===== src/rtl/wb_regfile.sv =====
// rtl/wb_regfile.sv - MIPS-style writeback register file with GPRs, HI/LO and optional retire counter
//
// Purpose:
//   Holds 32 x 32-bit general purpose registers plus the HI/LO pair.
//   Writes land on the rising clock edge. Reads are combinational and
//   forward the value being written back in the same cycle.
//   Optional feature macro: WB_RETIRE_CNT_EN adds a free-running
//   32-bit writeback event counter on port retire_cnt.
//
// Ports:
//   clk                      system clock, rising edge
//   rst                      synchronous reset, active-high
//   wb_wreg, wb_wd, wb_wdata GPR write enable / address / data
//   wb_whilo, wb_hi, wb_lo   HI/LO write enable / data
//   re1, raddr1, rdata1      read port 1 enable / address / data
//   re2, raddr2, rdata2      read port 2 enable / address / data
//   hi_o, lo_o               current HI/LO, with same-cycle forwarding
//   retire_cnt               writeback event count (WB_RETIRE_CNT_EN only)

module wb_regfile (
  input  logic        clk,
  input  logic        rst,
  input  logic        wb_wreg,
  input  logic [4:0]  wb_wd,
  input  logic [31:0] wb_wdata,
  input  logic        wb_whilo,
  input  logic [31:0] wb_hi,
  input  logic [31:0] wb_lo,
  input  logic        re1,
  input  logic [4:0]  raddr1,
  input  logic        re2,
  input  logic [4:0]  raddr2,
  output logic [31:0] rdata1,
  output logic [31:0] rdata2,
  output logic [31:0] hi_o,
  output logic [31:0] lo_o
`ifdef WB_RETIRE_CNT_EN
  ,
  output logic [31:0] retire_cnt
`endif
);

  logic [31:0] gpr [0:31];
  logic [31:0] hi_q;
  logic [31:0] lo_q;

  // GPR storage; entry 0 is only ever cleared by reset so it stays zero.
  always_ff @(posedge clk) begin
    if (rst) begin
      for (int i = 0; i < 32; i++) begin
        gpr[i] <= 32'h0000_0000;
      end
    end else if (wb_wreg && (wb_wd != 5'd0)) begin
      gpr[wb_wd] <= wb_wdata;
    end
  end

  // HI and LO always update as a pair.
  always_ff @(posedge clk) begin
    if (rst) begin
      hi_q <= 32'h0000_0000;
      lo_q <= 32'h0000_0000;
    end else if (wb_whilo) begin
      hi_q <= wb_hi;
      lo_q <= wb_lo;
    end
  end

`ifdef WB_RETIRE_CNT_EN
  // One count per retiring cycle, even when the GPR write targets $0.
  always_ff @(posedge clk) begin
    if (rst) begin
      retire_cnt <= 32'h0000_0000;
    end else if (wb_wreg || wb_whilo) begin
      retire_cnt <= retire_cnt + 32'd1;
    end
  end
`endif

  // Address 0 wins over forwarding so $0 always reads as zero.
  function automatic logic [31:0] read_port(input logic re, input logic [4:0] raddr);
    logic [31:0] val;
    val = 32'h0000_0000;
    if (re && (raddr != 5'd0)) begin
      if (wb_wreg && (raddr == wb_wd)) begin
        val = wb_wdata;
      end else begin
        val = gpr[raddr];
      end
    end
    return val;
  endfunction

  always_comb begin
    rdata1 = read_port(re1, raddr1);
    rdata2 = read_port(re2, raddr2);
  end

  // Forwarding stays live during reset; only the stored copies clear.
  always_comb begin
    hi_o = wb_whilo ? wb_hi : hi_q;
    lo_o = wb_whilo ? wb_lo : lo_q;
  end

endmodule


===== config.mk =====
export PLATFORM = sky130hd
export DESIGN_NAME = wb_regfile
export DESIGN_NICKNAME = d
export VERILOG_FILES = /design/src/rtl/wb_regfile.sv
export SDC_FILE = /design/constraint.sdc
export NUM_CORES = 2
export LEC_CHECK = 0
export BUFFER_PORTS_ARGS = -buffer_cell sky130_fd_sc_hd__buf_2
export CAP_MARGIN = 20
export CORE_MARGIN = 2
export CORE_UTILIZATION = 50
export CTS_BUF_LIST = sky130_fd_sc_hd__clkbuf_2
export CTS_CLUSTER_SIZE = 12
export DETAILED_ROUTE_END_ITERATION = 10
export HOLD_SLACK_MARGIN = 0.02
export PLACE_DENSITY_LB_ADDON = 0.2
export SLEW_MARGIN = 20
export SYNTH_ARGS = -nofsm -noshare
export SYNTH_HDL_FRONTEND = slang
export SYNTH_SLANG_ARGS = --single-unit

===== constraint.sdc =====
create_clock -name clk -period 4.1 [get_ports clk]
set_input_delay 0.82 -clock clk [delete_from_list [all_inputs] [get_ports clk]]
set_output_delay 0.82 -clock clk [all_outputs]
set_load 0.01 [all_outputs]

After elaboration in Yosys (flattened, before gate mapping)
Memory sizes are Yosys's and may differ from the RTL's.
Cells that the tools add are included.
{"block": "op_classes", "add_sub_neg": 0, "mul": 0, "n_div": 0, "order_cmp": 0, "eq_ne": 2, "shifts": 0, "muxes": 14, "n_bitwise": 0, "n_reduce_logical": 9}
{"op": "two-way mux 32 bit", "n": 7}
{"op": "OR reduction 32 bit", "n": 1}
{"op": "nonzero test 5 bit", "n": 3}
{"op": "equality test 5 bit", "n": 2}
{"op": "two-way mux 1 bit", "n": 6}
{"op": "logical AND 1 bit", "n": 5}
{"op": "two-way mux 5 bit", "n": 1}
{"block": "word_totals", "register_bits": 64, "latch_bits": 0, "mem_bits_rw": 1024, "romBits": 0, "input_bits": 117, "output_inout_bits": 128, "wordCells": 28, "n_memories": 1}
{"name": "gpr", "words": 32, "width": 32, "read_ports": 2, "rd_ports_with_merged_regs": 0, "write_ports": 32, "line": "43", "rtl": "logic [31:0] gpr [0:31];"}

Logic depth before layout (Yosys ltp)
{"block": "logic_depth", "word_depth": 7, "depth_mapped": 9, "mapped_depth_nobuf": 5}

Worst setup path before layout
No wires, ideal clock.
{"block": "synth_timing", "kind": "input port to output port", "startpoint": "input port raddr2[0]", "endpoint": "output port rdata2[3]", "arrival_ps": 2338, "required_time_ps": 3280, "setup_slack_ps": 942, "path_stages": 7, "path_buffers": 2, "cell_sequence": "buf_2 buf_2 mux4_2 mux2_2 nand2_1 o211ai_1 o2111a_1"}
{"block": "synth_via", "elab_chain_cells": 4, "elab_cells_between_ends": 7}
{"element": "start, declared", "line": "32", "rtl": "input logic [4:0] raddr2,"}
{"element": "parallel branches: the longest is 3 deep, another holds memory (32 x 32 bit)"}
{"element": "two-way mux 32 bit *", "line": "84", "rtl": "if (re && (raddr != 5'd0)) begin"}
{"element": "end, declared", "line": "34", "rtl": "output logic [31:0] rdata2,"}
Mark *: on every way between the ends.

Worst setup path in the final report
{"block": "layout_timing", "startpoint": "input port raddr2[2]", "endpoint": "output port rdata2[16]"}
The elaborated chain is that of the path after synthesis.

==> summary by stage <==
STA
The count of final max-slew check failures is 0. The final critical-path share of the clock period is 107%. The final critical delay including setup and external delays is 4.37 ns. The clock skew is 0 ns. The worst slew margin relative to its limit is approximately 29%. Once routing completed, OpenROAD measured the worst setup slack at -0.270 ns. The actual transition at the worst max-transition pin is 1.06 ns.

The total of endpoints with negative setup slack in the final report is 54. Static timing analysis puts the maximum clock frequency at about 0.23 GHz. Setup repair after global routing could not meet its margin everywhere. The final count of hold timing violations came to 0.

The minimum hold slack is a little under 0.2 ns.

Run status
The checks that failed: negative setup slack. The run finished, with violations left.

Yosys
In this run, synthesis produced a sequential element count of 1088. Of the synthesized area, sequential elements account for a little under three fifths. Among all flip-flop cells after synthesis, the most frequent one is sky130_fd_sc_hd__edfxtp_1. The portion of synthesized cell area occupied by the leading cell type is 53.6%.

Each instance of the synthesized netlist takes up on average 15.2 um2. During synthesis, Yosys emitted a total of 0 warnings. The number of enable-type register cells in the synthesized netlist is between 1000 and 1500. The netlist area before placement is 57300 um2. After technology mapping, the gate count stands at around 3800. Sorting the synthesized cells by area gives the leading types as sky130_fd_sc_hd__edfxtp_1 (54%), sky130_fd_sc_hd__mux4_2 (20%), sky130_fd_sc_hd__and2_1 (11%). Counting flops with an async set or reset pin after synthesis yields a share of 0%.

The number of distinct library cell variants in the gate-level netlist after synthesis is 41. The largest total area in the synthesized netlist belongs to sky130_fd_sc_hd__edfxtp_1.

Critical path
The largest driver fanout on the critical path is 34. Setup slack on the worst reg-to-reg path comes out at roughly 2.7 ns. Counting stages on the worst path, the most repeated cell is sky130_fd_sc_hd__buf_12.

The dominant delay contributor by cell family on the critical path is compound AO/OA/AOI/OAI gates. In this design, the stage delay of the slowest critical-path cell is roughly 0.73 ns. The capturing point of the worst reg2reg path is lo_q[16]$_SDFF_PP0_.

The critical path launch point type is a primary input. STA puts the critical path data required time at between 3 and 4 ns. The number of cells on the worst reg-to-reg path is 3. STA classifies the critical path endpoint as a primary output. The cell with the biggest individual delay on the critical path is sky130_fd_sc_hd__o21ai_0. The arrival time of the worst setup path is ~3.6 ns.

The critical path goes through clkbuf_8, buf_4, buf_12, nand2b_2, buf_12, o22ai_1, o21ai_0, o2111a_1, buf_2. The critical path in this run is classified as primary input to primary output. Counting both buffers and inverters, the worst setup path holds a total of 5. The reg-to-reg startpoint is lo_q[16]$_SDFF_PP0_.

Pwr
The share of total power dissipated in sequential elements is 52.6%. The power share of the clock group is 31.6%. Combinational logic burns about 16% of the power.

For this design the total switching power over the nets is 7.03 mW. The share of total power consumed by net switching is 28.4%. The internal power contribution is around 18 mW. The overall power is ~25 mW. Across the VDD grid, the largest voltage drop is 0.221 mV. For this design the ratio of total power to cell area is between 300 and 400 nW/um2.

The leakage power figure is roughly 24 nW.

GRT
The number of global-route vias before repair was 39500. The residual overflow from global routing is 0. The global-route usage over all layers is 32.9%. The initial antenna violation count came to 20.

The pin count of the biggest net entering global routing is 71. The global-route wire length before repair is ~270 mm.

Route
The detailed router placed 38400 vias in this run. After the first detailed-routing iteration, the DRC count stood at a little over 5000. In the routed design, unresolved DRC markers number 0. The post-detailed-route count of antenna-violating nets is 0.

After detailed routing, the total wire length is approximately 190 mm. After detailed routing, the number of vias per cell comes to 6.36. In the final routed layout, each cell accounts on average for 31.8 um. The number of detailed-route iterations in the first pass is 6.

Min path
The sink of the worst hold path is hi_q[16]$_SDFF_PP0_. The hold path depth is 4. The startpoint of the worst hold path is wb_hi[16]. The min-delay analysis places its worst path in the category primary input to flop.

Floorplanning
The floorplan step set the die width to roughly 340 um. The region available for standard cell placement spans about 110000 um2. The die area is approximately 120000 um2. The placement row count is roughly 120. The number of I/O pins is ~250. The die is roughly 340 um tall. The initial utilization of the core area, before any placement, comes to between 50% and 60%.

Clocking
The later pin in the worst-skew pair is clocked with a latency of approximately 1.6 ns. Clock tree synthesis found a total of 1088 sinks. The maximum level of the CTS H-tree is 5. The clock root buffer master is sky130_fd_sc_hd__clkbuf_2.

The TritonCTS clock tree is built. The clock transition time at the flip-flop clock pins of the worst setup and hold paths is around 0.10 ns. The total CTS buffers is just over 300.

In this run the deepest clock path goes through 4 buffers.

Final layout
After routing the design area is around 67000 um2. Leaving out fill and tap cells, the most frequent cells in the layout are sky130_fd_sc_hd__edfxtp_1 (1024), sky130_fd_sc_hd__and2_1 (994), sky130_fd_sc_hd__mux4_2 (510), sky130_fd_sc_hd__clkbuf_2 (427), sky130_fd_sc_hd__buf_2 (221). The area growth from synthesis to final layout is 16.2%. Fill cells in the final layout number between 8000 and 9000. For this run, the number of standard cells in the final layout without fillers is between 6000 and 7000. The library cell used most frequently in the layout, excluding fill and tap cells, is sky130_fd_sc_hd__edfxtp_1.

The share of post-route cells with drive strength above 1 is a little under two fifths. In the final design database the tool counted between 4000 and 5000 nets.

Placed design
Once placement completed, the tool counted placed cells totaling 5348. The HPWL reported at the end of detailed placement is 115 mm. The instance area after placement is about 61000 um2.

The count of buffers added on input and output ports is 244. The final weighted congestion of routability-driven global placement is ~0.92.

Job
Across the run, the number of max-cap violations was 0.
-- layer usage --
| layer | global-route usage [%] | part of all wire [%] | up-vias |
|---|---|---|---|
| met5 | 0 | 0.011 | - |
| met4 | 16.1 | 5.0 | 4 |
| met3 | 9.01 | 12 | 534 |
| li1 | - | - | 15800 |
| met2 | 50.6 | 46 | 2609 |
| met1 | 43.5 | 37 | 19500 |
-- synth_stat cells, types with 2 or more instances --
cell type	instances
sky130_fd_sc_hd__buf_2	78
sky130_fd_sc_hd__and2_1	994
sky130_fd_sc_hd__nand3_1	4
sky130_fd_sc_hd__mux4_2	510
sky130_fd_sc_hd__xnor2_1	2
sky130_fd_sc_hd__buf_6	12
sky130_fd_sc_hd__nor2b_1	69
sky130_fd_sc_hd__dfxtp_1	64
sky130_fd_sc_hd__a21boi_1	2
sky130_fd_sc_hd__o2111a_1	62
sky130_fd_sc_hd__mux2i_1	68
sky130_fd_sc_hd__o21ai_0	63
sky130_fd_sc_hd__nor3_1	2
sky130_fd_sc_hd__mux2_2	126
sky130_fd_sc_hd__xor2_1	8
sky130_fd_sc_hd__nand3b_1	5
sky130_fd_sc_hd__or3b_2	2
sky130_fd_sc_hd__clkbuf_1	276
sky130_fd_sc_hd__or3_1	2
sky130_fd_sc_hd__o41a_1	2
sky130_fd_sc_hd__nand2_1	73
sky130_fd_sc_hd__edfxtp_1	1024
sky130_fd_sc_hd__buf_1	20
sky130_fd_sc_hd__o211ai_1	62
sky130_fd_sc_hd__o22ai_1	127
sky130_fd_sc_hd__buf_4	25
sky130_fd_sc_hd__inv_1	2
sky130_fd_sc_hd__nand2b_1	5
sky130_fd_sc_hd__or2_2	33
sky130_fd_sc_hd__nor2_1	34
sky130_fd_sc_hd__nor4_1	2
sky130_fd_sc_hd__a21oi_1	2
-- final cells by class --
cell class | count | area [um2] | area share (%)
Timing Repair Buffer | 626 | 5450 | 8.17
Multi-Input combinational cell | 2299 | 24600 | 36.9
Antenna cell | 11 | 27.5 | 0.0413
Clock buffer | 427 | 2140 | 3.21
Sequential cell | 1088 | 32000 | 48.1
Tap cell | 1512 | 1890 | 2.84
Inverter | 2 | 7.51 | 0.0113
Clock inverter | 71 | 462 | 0.693
-- sequential cells by signal, summed over array words and instances (netlist names) --
register,cells
gpr,1024
hi_q,32
lo_q,32
-- power by group through the flow --
stage          Sequential (mW)  Clock [mW]  Combinational [mW]
5_1_grt                   13.1        8.46                4.03
2_1_floorplan             13.1           0                2.10
4_1_cts                   13.0        7.93                3.80
3_3_place_gp              13.2           0                3.47
6_report                  13.0        7.82                3.91
3_5_place_dp              13.3           0                3.47
-- logic make-up after synthesis --
logic type,Yosys count,share of synthesized area (%)
compound gates,325,4.12
simple gates,1228,13.0
other cells,1,0.00654
buf+inv,413,3.20
xor+xnor,10,0.153
flops,1088,55.9
mux,704,23.7
-- worst max path at each step --
stage | cells after the start | from | to
2_1_floorplan | 7 | raddr2[0] | rdata2[3]
3_3_place_gp | 9 | raddr2[2] | rdata2[16]
3_5_place_dp | 8 | wb_wd[0] | rdata2[16]
4_1_cts | 6 | gpr[15][31]$_SDFFCE_PN0P_ | rdata2[31]
5_1_grt | 6 | gpr[15][31]$_SDFFCE_PN0P_ | rdata2[31]
6_report | 9 | raddr2[2] | rdata2[16]
-- timing repair --
action,in CTS,in global routing
pin swaps,83,13
gates cloned,0,0
hold buffers,177,0
buffers inserted,1,2
hold endpoints to repair,1086,0
resized for setup,180,39
setup endpoints to repair,64,63
-- worst reg2reg max path, cell delays in order (launching register included) --
cell	delay, ns
sky130_fd_sc_hd__dfxtp_1	0.33
sky130_fd_sc_hd__mux2_2	0.28
sky130_fd_sc_hd__nor2b_1	0.15
sky130_fd_sc_hd__dlygate4sd3_1	0.58
-- stage by stage --
| step | util [%] | setup slack, ns | setup TNS, ns |
|---|---|---|---|
| 2_1_floorplan | - | 0.942 | 0 |
| 3_3_place_gp | 53.7 | 0.0856 | 0 |
| 3_5_place_dp | 53.7 | 0.0648 | 0 |
| 4_1_cts | 58.2 | -0.351 | -12.40 |
| 5_1_grt | 58.4 | -0.353 | -10.93 |
| 6_report | 58.4 | -0.270 | -5.48 |
Power figures use the tool's default switching activity.
